`src/rtl/systolic_fir_array.sv`:
```
`default_nettype none
// ============================================================================
//  Module      : systolic_fir_array
//  Description : TAPS-deep transposed-form multiply-accumulate array computing
//                y[n] = sum_k c_k * x[n-k] over a valid/ready sample stream.
//                Coefficients are double-buffered: a shadow bank is loaded
//                beat by beat while the active bank keeps filtering, then
//                swapped in during a one-cycle COMMIT state.
//  Revision    : 1.0 - initial release
// ============================================================================
module systolic_fir_array #(
   parameter int DATA_W = 8,
   parameter int COEF_W = 8,
   parameter int TAPS   = 4,
   parameter int SIGNED = 0,
   parameter int ACC_W  = DATA_W + COEF_W + $clog2(TAPS)
) (
   input  logic              clk,
   input  logic              reset,
   input  logic              coef_start,
   input  logic              coef_valid,
   input  logic [COEF_W-1:0] coef_in,
   output logic              coef_ready,
   output logic              cfg_valid,
   input  logic              in_valid,
   output logic              in_ready,
   input  logic [DATA_W-1:0] in_x,
   output logic              out_valid,
   output logic [ACC_W-1:0]  out_y
);

   localparam int                 c_CNT_W     = $clog2(TAPS);
   localparam int                 c_PROD_W    = DATA_W + COEF_W;
   localparam logic [c_CNT_W-1:0] c_LAST_BEAT = c_CNT_W'(TAPS - 1);
   localparam logic [c_CNT_W-1:0] c_ONE       = c_CNT_W'(1);

   typedef enum logic [1:0] {
      S_IDLE   = 2'd0,
      S_LOAD   = 2'd1,
      S_COMMIT = 2'd2,
      S_RUN    = 2'd3
   } state_t;

   // Control state and coefficient banks
   state_t              r_state;
   logic [c_CNT_W-1:0]  r_beat_cnt;
   logic [COEF_W-1:0]   r_shadow [TAPS];
   logic [COEF_W-1:0]   r_active [TAPS];
   logic                r_cfg_valid;

   // Datapath: input register, partial-sum chain, output register
   logic [DATA_W-1:0]   r_x;
   logic                r_v;
   logic [ACC_W-1:0]    r_acc [TAPS];
   logic                r_out_valid;
   logic [ACC_W-1:0]    r_out_y;

   logic [ACC_W-1:0]    w_prod [TAPS];
   logic [ACC_W-1:0]    w_next [TAPS];
   logic                w_last_beat;
   logic                w_accept;

   // The cycle that takes the final beat is followed by COMMIT; blocking
   // samples in both cycles keeps the partial-sum chain empty at the swap,
   // so no sample ever mixes coefficients from two banks.
   assign w_last_beat = (r_state == S_LOAD) && (r_beat_cnt == c_LAST_BEAT);
   assign in_ready    = r_cfg_valid && !w_last_beat && (r_state != S_COMMIT);
   assign coef_ready  = (r_state == S_LOAD);
   assign cfg_valid   = r_cfg_valid;
   assign w_accept    = in_valid && in_ready;
   assign out_valid   = r_out_valid;
   assign out_y       = r_out_y;

   // Coefficient load FSM: IDLE/RUN -> LOAD -> COMMIT -> RUN, banks and beat counter
   always_ff @(posedge clk) begin
      if (reset) begin
         r_state     <= S_IDLE;
         r_beat_cnt  <= '0;
         r_cfg_valid <= 1'b0;
         for (int k = 0; k < TAPS; k++) begin
            r_shadow[k] <= '0;
            r_active[k] <= '0;
         end
      end else begin
         case (r_state)
            S_IDLE: begin
               if (coef_start) begin
                  r_state    <= S_LOAD;
                  r_beat_cnt <= '0;
               end
            end
            S_LOAD: begin
               if (coef_valid) begin
                  r_shadow[r_beat_cnt] <= coef_in;
                  if (r_beat_cnt == c_LAST_BEAT) begin
                     r_state    <= S_COMMIT;
                     r_beat_cnt <= '0;
                  end else begin
                     r_beat_cnt <= r_beat_cnt + c_ONE;
                  end
               end
            end
            S_COMMIT: begin
               for (int k = 0; k < TAPS; k++) begin
                  r_active[k] <= r_shadow[k];
               end
               r_cfg_valid <= 1'b1;
               r_state     <= S_RUN;
            end
            S_RUN: begin
               if (coef_start) begin
                  r_state    <= S_LOAD;
                  r_beat_cnt <= '0;
               end
            end
            default: begin
               r_state <= S_IDLE;
            end
         endcase
      end
   end

   // Stage 1: capture an accepted sample; x holds across bubbles
   always_ff @(posedge clk) begin
      if (reset) begin
         r_x <= '0;
         r_v <= 1'b0;
      end else begin
         r_v <= w_accept;
         if (w_accept) begin
            r_x <= in_x;
         end
      end
   end

   // Per-tap product, extended to full accumulator width, and the next
   // partial sum feeding the stage below it in the transposed chain.
   for (genvar k = 0; k < TAPS; k++) begin : g_tap
      logic [c_PROD_W-1:0] w_p;

      if (SIGNED != 0) begin : g_signed
         assign w_p       = $signed(r_active[k]) * $signed(r_x);
         assign w_prod[k] = {{(ACC_W - c_PROD_W){w_p[c_PROD_W-1]}}, w_p};
      end else begin : g_unsigned
         assign w_p       = r_active[k] * r_x;
         assign w_prod[k] = {{(ACC_W - c_PROD_W){1'b0}}, w_p};
      end

      if (k == TAPS - 1) begin : g_tail
         assign w_next[k] = w_prod[k];
      end else begin : g_chain
         assign w_next[k] = r_acc[k+1] + w_prod[k];
      end
   end

   // Stage 2: advance the partial-sum chain only on real samples; COMMIT
   // clears history so the new bank starts from x=0. out_y mirrors r_acc[0]
   // as last written by a sample, so it holds through COMMIT and bubbles.
   always_ff @(posedge clk) begin
      if (reset) begin
         for (int k = 0; k < TAPS; k++) begin
            r_acc[k] <= '0;
         end
         r_out_valid <= 1'b0;
         r_out_y     <= '0;
      end else begin
         r_out_valid <= r_v;
         if (r_state == S_COMMIT) begin
            for (int k = 0; k < TAPS; k++) begin
               r_acc[k] <= '0;
            end
         end else if (r_v) begin
            for (int k = 0; k < TAPS; k++) begin
               r_acc[k] <= w_next[k];
            end
            r_out_y <= w_next[0];
         end
      end
   end

endmodule
`default_nettype wire
```
`config.mk`:
```
export PLATFORM = sky130hd
export DESIGN_NAME = systolic_fir_array
export DESIGN_NICKNAME = d
export VERILOG_FILES = /design/src/rtl/systolic_fir_array.sv
export SDC_FILE = /design/constraint.sdc
export NUM_CORES = 1
export LEC_CHECK = 0
export BUFFER_PORTS_ARGS = -buffer_cell sky130_fd_sc_hd__buf_4
export CORE_MARGIN = 3
export CORE_UTILIZATION = 61
export CTS_CLUSTER_SIZE = 24
export DETAILED_ROUTE_END_ITERATION = 8
export PLACE_DENSITY = 0.82
export SETUP_SLACK_MARGIN = 0.05
export SLEW_MARGIN = 20
export SYNTH_ARGS = -nofsm -noshare
export SYNTH_HDL_FRONTEND = slang
export SYNTH_SLANG_ARGS = --single-unit
```
`constraint.sdc`:
```
create_clock -name clk -period 6.5 [get_ports clk]
set_clock_uncertainty 0.2 [all_clocks]
set_input_delay 0 -clock clk [delete_from_list [all_inputs] [get_ports clk]]
set_output_delay 0 -clock clk [all_outputs]
set_load 0.1 [all_outputs]
```
# ---- After elaboration in Yosys (flattened, before gate mapping)
# Memory sizes are Yosys's and may differ from the RTL's.
# Cells that the tools add are included.
dict set report totals {
  romBits 0
  register_bits 33
  elab_cells 87
  memories 3
  ramBits 136
  latchBits 0
}
# memory depth width read_ports rd_clocked_by_memory_dff wr line_no
set memory_table {}
lappend memory_table {r_acc 4 18 3 0 4 54} ;# logic [ACC_W-1:0] r_acc [TAPS];
lappend memory_table {r_active 4 8 4 0 4 48} ;# logic [COEF_W-1:0] r_active [TAPS];
lappend memory_table {r_shadow 4 8 4 0 4 47} ;# logic [COEF_W-1:0] r_shadow [TAPS];
dict set report op_classes {
  div 0
  n_mux 36
  n_addsub 4
  n_eq_ne 8
  n_mul 4
  magnitude_cmp 0
  bitwise 13
  shifts 0
  reduce_logical 12
}
# cell count
set op_table {}
lappend op_table {{18-bit two-way mux} 8}
lappend op_table {{8-bit by 8-bit multiplier with 16-bit output} 4}
lappend op_table {{18-bit by 16-bit adder with 18-bit output} 3}
lappend op_table {{8-bit two-way mux} 5}
lappend op_table {{1-bit two-way mux} 14}
lappend op_table {{2-bit two-way mux} 7}
lappend op_table {{1-bit bitwise OR} 12}
lappend op_table {{8-bit OR reduction} 1}
lappend op_table {{2-bit equality test (second input constant)} 3}
lappend op_table {{2-bit case mux with 3 select lines} 1}
lappend op_table {{3-bit AND reduction} 2}
lappend op_table {{1-bit logical AND} 4}
lappend op_table {{2-bit by 1-bit inequality test with 1-bit output (second input constant)} 2}
lappend op_table {{2-bit inequality test (second input constant)} 2}
lappend op_table {{2-bit case mux with 2 select lines} 1}
lappend op_table {{2-bit by 1-bit adder with 2-bit output (second input constant)} 1}
lappend op_table {{2-bit by 1-bit equality test with 1-bit output (second input constant)} 1}
lappend op_table {{2-bit zero test} 1}
lappend op_table {{2-bit AND reduction} 1}
lappend op_table {{2-bit nonzero test} 1}
lappend op_table {{2-bit OR reduction} 1}
lappend op_table {{1-bit zero test} 1}
lappend op_table {{1-bit inverter} 1}

# ---- Longest topological paths before layout
dict set report depth {
  word_depth 6
  mapped_depth 18
  mapped_depth_nobuf 17
}

# ---- Worst setup path before layout
# OpenSTA, ideal clock, no wires.
dict set report synth_path {
  path_type {reg-to-reg}
  from {register r_x[2]}
  to {memory r_acc[2][16] (netlist bit)}
  slack_ns 1.952
  arrival_time_ns 4.226
  path_buffers 1
  path_stages_with_launch 16
  cell_sequence {dfxtp_1 -> clkbuf_1 -> nand2_1 -> fa_1 -> inv_1 -> fa_1 -> fa_1 -> inv_1 -> fa_1 -> inv_1 -> ha_1 -> a21oi_4 -> a21oi_2 -> a2111oi_4 -> a211oi_2 -> a311o_1}
}
# element line_no
set synth_rtl {}
lappend synth_rtl {{from (decl)} 52} ;# logic [DATA_W-1:0] r_x;
lappend synth_rtl {{from (signal assigned)} 131} ;# r_x <= in_x;
lappend synth_rtl {{to (decl)} 54}

==> metrics.yaml <==
status:
  outcome: "complete, no violations"
setup_path:
  reg2reg_from: "r_x[4]$_SDFFE_PP0P_"
  critPathKind: "reg -> reg"
  required_ns: 6.64
  setup.worst_path.start: "r_x[4]$_SDFFE_PP0P_"
  start_kind: "flip-flop"
  critPathMaxFanout: 24
  cp.arrival_ns: 5.26
  end_kind: "flip-flop"
  ff2ff_setup_slack_ns: 1.37
route:
  wl_per_cell_um: 16.5
  dr_total_vias: 11400
  wl_mm: 33.7
  routed_via_density: 5.58
  drt_iter0_drc: 709
  antenna_left: 0
  drtPass1Iterations: 5
  drc: 0
pwr:
  p_switching_mw: 1.28
  p_sw_share_pct: 37.8
  power-per-cell-area_mw_per_mm2: 198
  p_leak_nw: 8.49
  power.internal_mw: 2.10
  max-vdd-ir-drop_v: 0.000306
  combPwrFrac_pct: 30.7
  power_frac_clock_pct: 30.8
  power_frac_seq_pct: 38.5
clock_tree:
  clock-root-buffer: "clkbuf_16"
  clk_latency_ns: 0.44
  cts_tree: "built"
  clk_pin_slew_ns: 0.07
  clockBufferDepth: 2
  numCtsBuffers: 17
  cts_sinks: 149
  cts_htree_levels: 4
  cts_resized: 0
  postCtsSetupRepairBufs: 0
  cts_hold_buffers: 28
die:
  die_w_um: 166
  fp.dieH_um: 166
  die_area_mm2: 0.0275
  rows: 57
  core_mm2: 0.0247
  initial_core_util_pct: 63.1
  boundaryPins: 43
timing:
  post-route-min-period_ns: 5.13
  layout_worst_path_cycle_share_pct: 78.8
  max_freq_mhz: 195
  fin_setup_tns_ns: 0
  slew_violations: 0
  finalSetupViolCount: 0
  tightest_slew_ns: 0.936
  relSlewSlack_pct: 37.5
  finalHoldViolCount: 0
  rsz0062_at_grt: "no"
logic_synthesis:
  synth_area_leaders: "fa_1 (24%), edfxtp_1 (19%), ha_1 (13%), and2_1 (8.8%), inv_1 (8.5%)"
  syn_nets: 2019
  synth_area_mm2: 0.0156
  synth_top_cell_by_area: "fa_1"
  synth_seq_cells: 149
  async_flop_share_pct: 0
  synth_common_cells: "inv_1 (353), and2_1 (219), fa_1 (187), ha_1 (159), nand2_1 (147)"
  syn_inst: 1652
  yosysSeqAreaShare_pct: 25.5
  synth_flop_cell: "edfxtp_1"
  ys.warnings.count: 0
  synth_most_common_cell: "inv_1"
  synthDominantCellAreaShare_pct: 24.1
  postSynthAreaPerCell_um2: 9.42
  yosysUniqueCellTypes: 64
  synth_edf_count: 98
flow_run:
  cap_violations: 0
placed_design:
  dp_hpwl_mm: 25.5
  io_buffers: 42
  place_congestion: 0.884
final_layout:
  fin_nets: 2076
  antenna_cells: 0
  drive_gt1_share_pct: 5.92
  fillers: 1847
  areaGrowthSynthToFinish_pct: 9.92
  fin_util_pct: 69.3
worst_hold_path:
  hold_start: "in_valid"
  worstHoldPathType: "in -> reg"
grt:
  grt_pass1_wl_mm: 57.0
  grt_pass1_vias: 12100
  track_usage_pct: 25.2
  grt_max_degree: 47
  overflow: 0
  antenna_found_initial: 0
-- path summary, 6_finish.rpt --
kind | endpoint | cells past startpoint
worst max-delay path | r_acc[2][14]$_SDFFE_PP0P_ | 16
worst min-delay path | r_v$_SDFF_PP0_ | 3
worst max register to register | r_acc[2][14]$_SDFFE_PP0P_ | 16
worst min register to register | out_y[13]$_SDFFE_PP0P_ | 2
-- cell usage in the layout (no fill, tap or decap), drive strengths merged, types with 18 or more instances in the layout --
cell / n
buf: 58
o21ai: 43
nand2: 147
ha: 159
dfxtp: 51
dlygate4sd3: 28
a21oi: 55
edfxtp: 98
clkbuf: 18
inv: 362
nor3: 21
and2: 219
nor2: 82
fa: 187
-- registers in the layout, indices dropped and copies added, names as in the netlist --
name        cells
r_v             1
r_acc          52
r_shadow       32
out_valid       1
out_y          18
r_state         2
r_x             8
r_beat_cnt      2
r_active       32
cfg_valid       1
-- power by group through the flow --
| stage | sequential (mW) | clock (mW) | combinational [mW] |
|---|---|---|---|
| 6_report | 1.30 | 1.04 | 1.04 |
| 2_1_floorplan | 1.29 | 0 | 0.738 |
| 3_3_place_gp | 1.31 | 0 | 0.968 |
| 3_5_place_dp | 1.31 | 0 | 1.01 |
| 5_1_grt | 1.31 | 1.09 | 1.18 |
| 4_1_cts | 1.29 | 1.05 | 1.04 |
-- area by class of cell --
cell class / instances / area [µm²] / share of cell area, %
clock buffers: 18 / 429 / 2.51
clock inverters: 14 / 181 / 1.06
inverters: 354 / 1330 / 7.77
multi-input cells: 1101 / 10100 / 58.9
flip-flops and latches: 149 / 3960 / 23.2
well taps: 324 / 405 / 2.37
repair buffers: 86 / 716 / 4.18
-- stage by stage --
step	std cells	hold slack (ns)	worst slack (ns)	cell area (µm²)	power, mW
floorplan	1652	-0.0528	1.95	15600	2.02
detailed placement	1986	0.0426	1.45	16200	2.32
global route	2046	0.135	1.08	17100	3.58
finish	2046	0.121	1.37	17100	3.38
CTS	2046	0.106	1.42	17100	3.38
global placement	1986	0.0354	1.47	16200	2.28
-- worst max-delay path: stages (launching register included) --
cell and delay, ns:
dfxtp_1 0.64, buf_4 0.40, nand2_1 0.11, fa_1 0.49
inv_1 0.05, fa_1 0.45, fa_1 0.51, inv_1 0.05
fa_1 0.47, inv_1 0.04, ha_1 0.39, a21oi_4 0.21
a21oi_2 0.09, a2111oi_4 0.38, a21oi_1 0.13, mux2_1 0.34
o31ai_1 0.07
-- layer usage --
metal	part of all wire [%]	routed length [µm]	GRT usage, %	vias up
li1	-	-	-	5309
met1	42	14200	31.5	5693
met2	50	16900	44.4	347
met3	5.0	1690	4.15	76
met4	2.8	933	8.90	0
met5	0	0	0	-
-- logic make-up (layout without fill, tap and decap cells) --
kind of cell	Yosys count	count (layout)	share of synthesized area (%)
AND/OR/NAND/NOR	529	529	17.6
buffers and inverters	402	472	9.75
adder cells (fa/ha/maj)	346	346	36.8
AO/OA/AOI/OAI	181	181	7.68
flip-flops	149	149	25.5
XOR/XNOR	26	26	1.46
multiplexers	19	19	1.24
Note: power is estimated with default switching activity, not from simulation.
